**config.mk**
```make
export PLATFORM = sky130hd
export DESIGN_NAME = lcd_line_arbiter
export DESIGN_NICKNAME = d
export VERILOG_FILES = /design/src/rtl/lcd_pkg.sv /design/src/rtl/dwell_timer.sv /design/src/rtl/lcd_line_arbiter.sv
export SDC_FILE = /design/constraint.sdc
export NUM_CORES = 1
export LEC_CHECK = 0
export ABC_AREA = 0
export CAP_MARGIN = 20
export CORE_AREA = 2 2 205 207
export CTS_CLUSTER_DIAMETER = 200
export CTS_CLUSTER_SIZE = 16
export DETAILED_ROUTE_END_ITERATION = 10
export DIE_AREA = 0 0 207 209
export PLACE_DENSITY = 0.75
export SYNTH_ARGS = -nofsm -noshare
export SYNTH_HDL_FRONTEND = slang
export SYNTH_SLANG_ARGS = --single-unit
```
**constraint.sdc**
```tcl
create_clock -name clk -period 13.2 [get_ports clk]
set_input_delay 3.3 -clock clk [delete_from_list [all_inputs] [get_ports clk]]
set_output_delay 3.3 -clock clk [all_outputs]
set_load 0.02 [all_outputs]
```
**src/rtl/lcd_pkg.sv**
```systemverilog
// Shared definitions for the LCD line arbiter: line width, default row text,
// state encoding and the round-robin pick helper.
package lcd_pkg;

  localparam int unsigned LINE_W = 128;

  localparam logic [LINE_W-1:0] INIT_A_DEF = "Press BTN3 to   ";
  localparam logic [LINE_W-1:0] INIT_B_DEF = "show a message..";

  localparam logic [0:0] ST_IDLE  = 1'b0;
  localparam logic [0:0] ST_DWELL = 1'b1;

  typedef struct packed {
    logic valid;
    logic id;
  } grant_t;

  // Returns the winning requester index; on contention the one not granted last wins.
  function automatic logic rr_pick(input logic r0, input logic r1, input logic last_id);
    logic win;
    if (r0 && r1) begin
      win = ~last_id;
    end else begin
      win = r1;
    end
    return win;
  endfunction

endpackage

```
**src/rtl/dwell_timer.sv**
```systemverilog
// Hold-off counter for the line arbiter: loads 1 on a grant, counts up while
// enabled and saturates at DWELL, where done is raised.
module dwell_timer #(
  parameter int unsigned DWELL = 70000000
) (
  input  logic clk,
  input  logic reset,
  input  logic clear,
  input  logic load,
  input  logic count,
  output logic done
);

  localparam int unsigned CNT_W = (DWELL < 1) ? 1 : $clog2(DWELL + 1);
  localparam logic [CNT_W-1:0] DWELL_C = CNT_W'(DWELL);
  localparam logic [CNT_W-1:0] ONE_C   = CNT_W'(1);
  localparam logic [CNT_W-1:0] ZERO_C  = CNT_W'(0);

  logic [CNT_W-1:0] cnt_r;
  logic             done_s;

  // Terminal compare; the counter stops here so it can never wrap.
  always_comb begin
    done_s = 1'b0;
    if (cnt_r == DWELL_C) begin
      done_s = 1'b1;
    end else begin
      done_s = 1'b0;
    end
  end

  // Counter register: clear beats load, load beats counting.
  always_ff @(posedge clk or posedge reset) begin
    if (reset) begin
      cnt_r <= ZERO_C;
    end else if (clear) begin
      cnt_r <= ZERO_C;
    end else if (load) begin
      cnt_r <= ONE_C;
    end else if (count && !done_s) begin
      cnt_r <= cnt_r + ONE_C;
    end else begin
      cnt_r <= cnt_r;
    end
  end

  assign done = done_s;

endmodule

```
**src/rtl/lcd_line_arbiter.sv**
```systemverilog
// Two-requester round-robin arbiter that scrolls accepted text lines into the
// two LCD rows and holds each new line for DWELL cycles before the next one.
module lcd_line_arbiter
  import lcd_pkg::*;
#(
  parameter int unsigned       DWELL  = 70000000,
  parameter logic [LINE_W-1:0] INIT_A = INIT_A_DEF,
  parameter logic [LINE_W-1:0] INIT_B = INIT_B_DEF
) (
  input  logic              clk,
  input  logic              reset,
  input  logic              req0,
  input  logic [LINE_W-1:0] line0,
  input  logic              req1,
  input  logic [LINE_W-1:0] line1,
  input  logic              dir,
  input  logic              clear,
  output logic              ack0,
  output logic              ack1,
  output logic [LINE_W-1:0] row_A,
  output logic [LINE_W-1:0] row_B,
  output logic              update,
  output logic              busy
);

  logic [0:0]        state_r;
  logic              last_r;
  logic              ack0_r;
  logic              ack1_r;
  logic              update_r;
  logic [LINE_W-1:0] row_a_r;
  logic [LINE_W-1:0] row_b_r;

  grant_t            grant_s;
  logic [LINE_W-1:0] gline_s;
  logic              tmr_done_s;
  logic              tmr_count_s;

  // Grant decode: only in IDLE, never on a clear edge.
  always_comb begin
    grant_s = '{valid: 1'b0, id: 1'b0};
    gline_s = line0;
    if (!clear && (state_r == ST_IDLE) && (req0 || req1)) begin
      grant_s.valid = 1'b1;
      grant_s.id    = rr_pick(req0, req1, last_r);
    end else begin
      grant_s.valid = 1'b0;
      grant_s.id    = 1'b0;
    end
    if (grant_s.id) begin
      gline_s = line1;
    end else begin
      gline_s = line0;
    end
  end

  assign tmr_count_s = (state_r == ST_DWELL);

  dwell_timer #(
    .DWELL (DWELL)
  ) u_dwell_timer (
    .clk   (clk),
    .reset (reset),
    .clear (clear),
    .load  (grant_s.valid),
    .count (tmr_count_s),
    .done  (tmr_done_s)
  );

  // Control state, last-grant pointer and the one-cycle accept pulses.
  always_ff @(posedge clk or posedge reset) begin
    if (reset) begin
      state_r  <= ST_IDLE;
      last_r   <= 1'b1;
      ack0_r   <= 1'b0;
      ack1_r   <= 1'b0;
      update_r <= 1'b0;
    end else if (clear) begin
      state_r  <= ST_IDLE;
      last_r   <= last_r;
      ack0_r   <= 1'b0;
      ack1_r   <= 1'b0;
      update_r <= 1'b0;
    end else begin
      ack0_r   <= 1'b0;
      ack1_r   <= 1'b0;
      update_r <= 1'b0;
      case (state_r)
        ST_IDLE: begin
          if (grant_s.valid) begin
            state_r  <= ST_DWELL;
            last_r   <= grant_s.id;
            ack0_r   <= ~grant_s.id;
            ack1_r   <= grant_s.id;
            update_r <= 1'b1;
          end else begin
            state_r <= ST_IDLE;
          end
        end
        ST_DWELL: begin
          if (tmr_done_s) begin
            state_r <= ST_IDLE;
          end else begin
            state_r <= ST_DWELL;
          end
        end
        default: begin
          state_r <= ST_IDLE;
        end
      endcase
    end
  end

  // Row registers: scroll on a grant, restore the initial text on clear/reset.
  always_ff @(posedge clk or posedge reset) begin
    if (reset) begin
      row_a_r <= INIT_A;
      row_b_r <= INIT_B;
    end else if (clear) begin
      row_a_r <= INIT_A;
      row_b_r <= INIT_B;
    end else if (grant_s.valid) begin
      if (dir) begin
        row_b_r <= row_a_r;
        row_a_r <= gline_s;
      end else begin
        row_a_r <= row_b_r;
        row_b_r <= gline_s;
      end
    end else begin
      row_a_r <= row_a_r;
      row_b_r <= row_b_r;
    end
  end

  assign ack0   = ack0_r;
  assign ack1   = ack1_r;
  assign update = update_r;
  assign row_A  = row_a_r;
  assign row_B  = row_b_r;
  assign busy   = (state_r == ST_DWELL);

endmodule

```
==> results of run 1 <==
[critical path, stage by stage]
cell             delay, ns
clkdlybuf4s50_1       0.54
or2_2                 0.19
nand2_4               0.34
inv_6                 0.66
buf_4                 0.80
o21ai_0               0.22
o21ai_0               0.22
[cell usage after synthesis (4+ instances only)]
library cell,instances,area share [%]
and4_1,4,0.22
a21oi_1,13,0.41
or3_1,7,0.27
buf_1,6,0.14
nand4_1,13,0.51
a32o_1,38,2.4
o31ai_1,7,0.33
o2bb2ai_1,37,2.0
o21ai_1,14,0.44
buf_2,11,0.35
xor2_1,5,0.27
a211oi_1,113,5.3
nor2_1,62,1.5
nand3_1,254,8.0
dfstp_2,113,19
clkbuf_1,185,4.4
o21ai_0,498,16
nand2_1,19,0.45
and3_1,130,5.1
inv_1,8,0.19
o21a_1,69,3.2
a211o_1,7,0.38
or4_1,8,0.38
dfrtp_1,175,27
[layout make-up]
cell class	instances	area, um^2
diodes	1	2.50
clock buffers	36	582
fillers	3724	19400
inverters	9	56.3
multi-input cells	1337	7830
flip-flops and latches	288	7350
well taps	539	674
repair buffers	541	5360
[cells by family after synthesis]
| logic type | count (synthesis) | synth area share [%] |
|---|---|---|
| multiplexers | 3 | 0.188 |
| flip-flops | 288 | 46.1 |
| adder cells (fa/ha/maj) | 2 | 0.157 |
| AO/OA/AOI/OAI | 805 | 30.7 |
| XOR/XNOR | 7 | 0.384 |
| AND/OR/NAND/NOR | 520 | 17.5 |
| buffers and inverters | 211 | 5.05 |
[power breakdown]
group	internal, W	leakage (nW)	switching, W	total (W)
Combinational	0.000368	4.51	0.000485	0.000853
Sequential	0.00104	3.53	0.0000999	0.00114
Clock	0.000300	0.277	0.000327	0.000627
Total	0.00171	8.31	0.000912	0.00262
[flip-flops by register name (all words and copies together) (netlist names)]
register / flops
update: 1
busy: 1
u_dwell_timer.cnt_r: 27
last_r: 1
row_A: 128
row_B: 128
ack0: 1
ack1: 1
[how the worst max path moves through the flow]
stage,end,cells after the start,slack [ns]
detailed placement,row_B[124],7,6.69
global route,row_B[124],7,6.87
finish,row_B[124],7,7.16
global placement,row_A[0],7,6.83
CTS,row_B[124],7,7.26
floorplan,ack0,1,2.14
[through the flow]
step / setup slack, ns / instance area [um^2] / hold slack [ns]
after floorplan: 2.14 / 16000 / 0.445
after global placement: 6.83 / 21300 / 0.474
after detailed placement: 6.69 / 21300 / 0.485
after CTS: 7.26 / 21900 / 0.497
after global routing: 6.87 / 21900 / 0.519
final: 7.16 / 21900 / 0.497
[per-layer routing]
| metal | global-route usage (%) | share of wire (%) |
|---|---|---|
| met4 | 11.1 | 4.2 |
| met1 | 34.9 | 40 |
| met5 | 0 | 0.023 |
| met3 | 5.73 | 8.5 |
| met2 | 42.3 | 47 |
==> flow_summary_export.csv, run 1 <==
group,metric,value,unit
worst_setup_path,r2r_slack,9.76,ns
synthesis,ys.warnings.count,0,
synthesis,synth.distinct_cells,50,
sta,max_freq,165,MHz
finish,final_cells,2751,
clocking,cts_tree,"yes",
sta,slew-limit-headroom,24.9,%
synthesis,synthCells,1836,
clocking,insertion_delay,0.54,ns
synthesis,synth-edff-count,0,
global_route,grt_pass1_vias,16430,
floorplan,ioPinCount,522,
worst_setup_path,worstReg2RegEnd,"row_B[124]",
sta,drv_slew,0,
pwr,powerDensity,120,nW/um^2
finish,final_cell_mix,"clkdlybuf4s50_1, o21ai_0, nand3_1, dfrtp_1, and3_1",
sta,finalCritPeriodShare,45.8,%
global_route,grt_pass1_wl,94100,um
pwr,p_leak,8.31,nW
global_route,grt_max_degree,169,
clocking,cts_hold_buf,0,
sta,fin_worst_skew,0.0238,ns
finish,syn_to_final_growth,37.0,%
worst_setup_path,cp.required,13.65,ns
place,gp_congestion,0.857,
global_route,antenna_found_initial,2,
pwr,peakVddDrop,0.0000909,V
clocking,numCtsBuffers,21,
worst_setup_path,arrival,6.49,ns
finish,post-route-util,52.9,%
sta,tightest_slew,1.13,ns
worst_setup_path,crit_start,"req0",
sta,rsz0062_at_grt,"false",
sta,setup_viol,0,
pwr,total_power,0.00262,W
floorplan,coreArea,41300,um^2
hold_path,timing.hold.worst_path_depth,2,
clocking,cts_resized,0,
floorplan,die_w,207,um
routing,via_per_inst,6.23,
worst_setup_path,cp_max_fo,101,
finish,num-nets-final,2462,
job,maxCapViolCount,0,
sta,tns,0,ns
clocking,postCtsSetupBuffers,0,
global_route,globalRoute.totalOverflow,0,
synthesis,yosysSeqAreaShare,46.1,%
floorplan,rows,75,
synthesis,ys_ff_latch,288,
synthesis,syn-num-nets,2100,
clocking,clk_pin_slew,0.08,ns
synthesis,synth_ff_type,"dfrtp_1",
clocking,clock_sink_count,288,
routing,drt_iter0_markers,1314,
finish,layout_commonest_cell,"clkdlybuf4s50_1",
routing,ant_nets,0,
hold_path,min_path_type,"register to register",
sta,hold_viol,0,
worst_setup_path,reg2reg_from,"busy",
floorplan,start_util,38.6,%
floorplan,die_h,209,um
worst_setup_path,critical_path_class,"primary input to register",
floorplan,dieArea,43300,um^2
worst_setup_path,worst_setup_path_start_kind,"primary input",
worst_setup_path,endpoint_kind,"register",
hold_path,hp-start,"last_r",
worst_setup_path,r2r_cells,6,
clocking,clock-root-buffer,"clkbuf_16",
place,hpwl,38200,um
synthesis,syn_avg_cell_area,8.69,um^2
routing,dr.pass1.iters,5,
global_route,grtUsageTotal,26.5,%
routing,drc,0,
clocking,htree_levels,1,
clocking,clockBufferDepth,3,
synthesis,async_flop_share,100,%
place,dp.cells,2714,
routing,vias,17147,
hold_path,min_to,"last_r",
synthesis,syn_area,16000,um^2
place,portBuffers,521,
finish,layout-drive-gt1-share,7.87,%
outcome,status,"completed",
sta,min_period,6.04,ns
routing,wl_per_cell,22.0,um
routing,drt-total-wl,60400,um
(Power assumes the default switching activity.)
==> run 2, diff against run 1 <==
- clock period: 13.2 -> 6.2 ns (I/O delays scaled with it)
==> flow_summary_export.csv, run 2 (same netlist as run 1, synthesis figures left out) <==
group,metric,value,unit
outcome,status,"completed",
global_route,grtUsageTotal,26.7,%
sta,hold_viol,0,
routing,vias,17041,
clocking,clock-root-buffer,"clkbuf_16",
global_route,grt_max_degree,202,
worst_setup_path,crit_chain,"clkdlybuf4s50_1, a21boi_4, buf_4, buf_4, and3_1, a211oi_1, o21ai_0",
hold_path,timing.hold.worst_path_depth,2,
routing,ant_nets,0,
hold_path,min_to,"last_r",
pwr,p_leak,8.33,nW
global_route,antenna_found_initial,5,
finish,num-nets-final,2462,
worst_setup_path,cp.required,6.64,ns
worst_setup_path,critPathBufInv,3,
job,maxCapViolCount,0,
pwr,powerDensity,255,nW/um^2
finish,final_cells,2754,
finish,layout-drive-gt1-share,7.91,%
clocking,htree_levels,1,
pwr,power_frac_clock,24.1,%
worst_setup_path,cp.depth,7,
worst_setup_path,worstReg2RegEnd,"row_A[31]",
clocking,numCtsBuffers,21,
sta,slew-limit-headroom,31.2,%
finish,post-route-util,53.1,%
worst_setup_path,endpoint_kind,"register",
routing,drt_iter0_markers,1543,
clocking,clockBufferDepth,3,
pwr,seqPwrFrac,43.3,%
routing,drt-total-wl,60800,um
pwr,power_frac_comb,32.5,%
clocking,clock_sink_count,288,
hold_path,min_path_type,"register to register",
finish,syn_to_final_growth,37.4,%
clocking,cts_hold_buf,0,
floorplan,coreArea,41300,um^2
clocking,clk_pin_slew,0.08,ns
pwr,cell_internal_pwr,0.00364,W
sta,tightest_slew,1.03,ns
sta,drv_slew,0,
floorplan,ioPinCount,522,
finish,fin_area,21900,um^2
routing,wl_met3,5080,um
hold_path,hp-start,"last_r",
clocking,cts_tree,"yes",
floorplan,start_util,38.6,%
place,dp.cells,2714,
floorplan,die_w,207,um
worst_setup_path,path_delay_family,"buffers and inverters",
sta,rsz0062_at_grt,"false",
worst_setup_path,r2r_cells,6,
routing,top_layer_used,"met5",
worst_setup_path,cpPeakStageDelay,0.76,ns
sta,fin_worst_skew,0.0193,ns
clocking,cts_resized,0,
place,gp_congestion,0.892,
routing,via_per_inst,6.19,
floorplan,dieArea,43300,um^2
global_route,globalRoute.totalOverflow,0,
pwr,peakVddDrop,0.000152,V
sta,finalCritPeriodShare,63.5,%
floorplan,rows,75,
clocking,postCtsSetupBuffers,0,
routing,wl_met1,24500,um
sta,setup_viol,0,
worst_setup_path,arrival,4.38,ns
worst_setup_path,worst_setup_path_start_kind,"primary input",
worst_setup_path,crit_slowest_cell,"buf_4",
finish,layout_commonest_cell,"clkdlybuf4s50_1",
place,hpwl,38300,um
floorplan,die_h,209,um
worst_setup_path,path_common_cell,"buf_4",
worst_setup_path,critical_path_class,"primary input to register",
worst_setup_path,reg2reg_from,"busy",
global_route,grt_pass1_wl,95100,um
routing,drc,0,
pwr,p_sw,0.00195,W
place,portBuffers,521,
place,place_area,21300,um^2
sta,max_freq,254,MHz
sta,tns,0,ns
global_route,grt_pass1_vias,16426,
finish,final_cell_mix,"clkdlybuf4s50_1, o21ai_0, nand3_1, dfrtp_1, and3_1",
sta,min_period,3.94,ns
worst_setup_path,r2r_slack,2.95,ns
worst_setup_path,cp_max_fo,79,
routing,route.met2.wl,29100,um
routing,dr.pass1.iters,7,
routing,wl_per_cell,22.1,um
pwr,p_sw_share,34.9,%
clocking,insertion_delay,0.53,ns
-- run 2: changes by cell type in the layout (fill, tap and decap cells not counted), sizes merged --
| cell | before | now |
|---|---|---|
| diode | 1 | 3 |
| clkinvlp | 0 | 1 |
-- run 2: final cells by class --
| type | count | area (um^2) |
|---|---|---|
| Fill cell | 3778 | 19400 |
| Multi-Input combinational cell | 1337 | 7830 |
| Sequential cell | 288 | 7350 |
| Timing Repair Buffer | 541 | 5410 |
| Tap cell | 539 | 674 |
| Clock buffer | 36 | 582 |
| Inverter | 9 | 52.6 |
| Clock inverter | 1 | 8.76 |
| Antenna cell | 3 | 7.51 |
-- run 2: worst max path at each step --
stage                from         end  slack [ns]
floorplan           reset        ack0        0.92
detailed placement   req1  row_A[104]        1.67
finish               req1  row_B[117]        2.26
CTS                  req1   row_A[59]        2.24
global placement     req1   row_A[66]        1.76
global route         req0   row_A[63]        2.10
-- run 2: power by group through the flow --
stage,Clock (W),Combinational (W),Sequential [W]
after global routing,0.00144,0.00194,0.00245
after CTS,0.00138,0.00182,0.00242
after floorplan,0,0.000612,0.00270
after global placement,0,0.00179,0.00243
final,0.00135,0.00182,0.00242
after detailed placement,0,0.00182,0.00244
-- run 2: per-layer routing --
| layer | global-route usage, % | vias up |
|---|---|---|
| li1 | - | 7625 |
| met1 | 35.3 | 8453 |
| met2 | 43.4 | 827 |
| met3 | 5.77 | 132 |
| met4 | 9.46 | 4 |
| met5 | 0 | - |
-- run 2: metrics by stage --
| stage | setup WS (ns) | total power, W | hold WS [ns] |
|---|---|---|---|
| 3_5_place_dp | 1.67 | 0.00426 | 0.484 |
| 5_1_grt | 2.10 | 0.00584 | 0.528 |
| 4_1_cts | 2.24 | 0.00562 | 0.498 |
| 3_3_place_gp | 1.76 | 0.00422 | 0.473 |
| 2_1_floorplan | 0.923 | 0.00332 | 0.445 |
| 6_report | 2.26 | 0.00559 | 0.496 |
-- run 2: worst min-delay path, delay by kind of cell, from the launching register on --
family | cells | cell delay, ns
and+or+nand+nor | 2 | 0.10
DFF | 1 | 0.39
==> run 3, diff against run 2 <==
- CORE_AREA: 2 2 205 207 -> 2 2 204 206
- DIE_AREA: 0 0 207 209 -> 0 0 206 208
- PLACE_DENSITY: 0.75 -> 0.79
- clock period: 6.2 -> 3.35 ns (I/O delays scaled with it)
==> flow_summary_export.csv, run 3 (same netlist as run 1, synthesis figures left out) <==
group,metric,value,unit
floorplan,die_w,206,um
global_route,antenna_found_initial,6,
sta,min_period,2.89,ns
place,gp_congestion,0.861,
sta,hold_viol,0,
sta,drv_slew,0,
clocking,cts_hold_buf,0,
finish,final_cell_mix,"clkdlybuf4s50_1, o21ai_0, nand3_1, dfrtp_1, and3_1",
clocking,insertion_delay,0.53,ns
routing,dr.pass1.iters,6,
sta,tightest_slew,0.703,ns
finish,final.fill_count,3597,
finish,syn_to_final_growth,39.9,%
worst_setup_path,worst_setup_path_start_kind,"register",
clocking,clockBufferDepth,3,
place,portBuffers,521,
global_route,grtUsageTotal,26.9,%
hold_path,hp-start,"last_r",
global_route,grt_pass1_vias,16575,
worst_setup_path,r2r_cells,6,
job,maxCapViolCount,0,
sta,slew-limit-headroom,53.2,%
routing,drt_iter0_markers,1379,
worst_setup_path,arrival,2.05,ns
pwr,peakVddDrop,0.000292,V
pwr,powerDensity,467,nW/um^2
worst_setup_path,critPathBufInv,1,
worst_setup_path,path_delay_family,"buffers and inverters",
worst_setup_path,cpPeakStageDelay,0.77,ns
finish,layout_commonest_cell,"clkdlybuf4s50_1",
worst_setup_path,cp_max_fo,17,
worst_setup_path,endpoint_kind,"primary output",
clocking,cts_resized,0,
clocking,htree_levels,1,
outcome,status,"completed",
clocking,clk_pin_slew,0.08,ns
worst_setup_path,critical_path_class,"register to primary output",
clocking,postCtsSetupBuffers,0,
worst_setup_path,crit_slowest_cell,"clkdlybuf4s50_1",
finish,num-nets-final,2486,
floorplan,start_util,39.3,%
floorplan,die_h,208,um
routing,drt-total-wl,60300,um
sta,setup_viol,0,
worst_setup_path,reg2reg_from,"busy",
routing,vias,17111,
global_route,globalRoute.totalOverflow,0,
sta,fin_worst_skew,0.0145,ns
routing,wl_per_cell,21.7,um
hold_path,min_to,"last_r",
worst_setup_path,worstReg2RegEnd,"row_A[99]",
finish,post-route-util,55.0,%
floorplan,rows,74,
hold_path,min_path_type,"register to register",
sta,max_freq,346,MHz
global_route,grt_max_degree,148,
hold_path,timing.hold.worst_path_depth,2,
routing,ant_nets,0,
worst_setup_path,crit_chain,"clkdlybuf4s50_1",
routing,via_per_inst,6.17,
routing,drc,0,
clocking,numCtsBuffers,21,
finish,layout-drive-gt1-share,8.90,%
clocking,clock_sink_count,288,
place,hpwl,39700,um
global_route,grt_pass1_wl,93800,um
sta,finalCritPeriodShare,86.3,%
worst_setup_path,r2r_slack,0.99,ns
clocking,cts_tree,"yes",
clocking,clock-root-buffer,"clkbuf_16",
sta,rsz0062_at_grt,"false",
worst_setup_path,cp.required,2.51,ns
floorplan,dieArea,42800,um^2
floorplan,ioPinCount,522,
sta,tns,0,ns
pwr,p_leak,8.52,nW
floorplan,coreArea,40600,um^2
## run 3: per-layer routing
metal	vias to the layer above	wire length, um	track usage [%]
met2	874	28700	43.7
met3	173	5250	5.75
met4	4	2770	11.9
li1	7684	-	-
met1	8376	23600	34.3
met5	-	23	0
## run 3: through the flow
| step | hold slack [ns] | worst slack, ns | instance area (um^2) | total power [W] | instances |
|---|---|---|---|---|---|
| floorplan | 0.445 | -1.21 | 16000 | 0.00614 | 1836 |
| global route | 0.515 | 0.357 | 22300 | 0.0109 | 2772 |
| CTS | 0.493 | 0.433 | 22300 | 0.0105 | 2769 |
| finish | 0.491 | 0.459 | 22300 | 0.0104 | 2773 |
| global placement | 0.476 | 0.574 | 21700 | 0.00787 | 2731 |
| detailed placement | 0.480 | 0.425 | 21700 | 0.00797 | 2731 |
## run 3: power by group
| part | internal (W) | leakage [nW] | switching, W | total [W] |
|---|---|---|---|---|
| Combinational | 0.00153 | 4.71 | 0.00193 | 0.00345 |
| Clock | 0.00119 | 0.282 | 0.00129 | 0.00248 |
| Sequential | 0.00409 | 3.53 | 0.000399 | 0.00449 |
| Total | 0.00681 | 8.52 | 0.00361 | 0.0104 |
## run 3: layout make-up
| type | count | area, um^2 | area share [%] |
|---|---|---|---|
| multi-input cells | 1337 | 7830 | 35.1 |
| clock buffers | 37 | 586 | 2.62 |
| clock inverters | 1 | 8.76 | 0.0393 |
| inverters | 9 | 52.6 | 0.236 |
| flip-flops and latches | 288 | 7350 | 32.9 |
| well taps | 532 | 666 | 2.98 |
| diodes | 4 | 10.0 | 0.0449 |
| repair buffers | 565 | 5810 | 26.0 |
## run 3: worst max-delay path by stage
stage,from,to,cells after the start
finish,busy,busy,1
global route,busy,busy,1
CTS,busy,busy,1
detailed placement,req0,row_B[85],7
global placement,req0,row_B[126],8
floorplan,reset,ack0,1
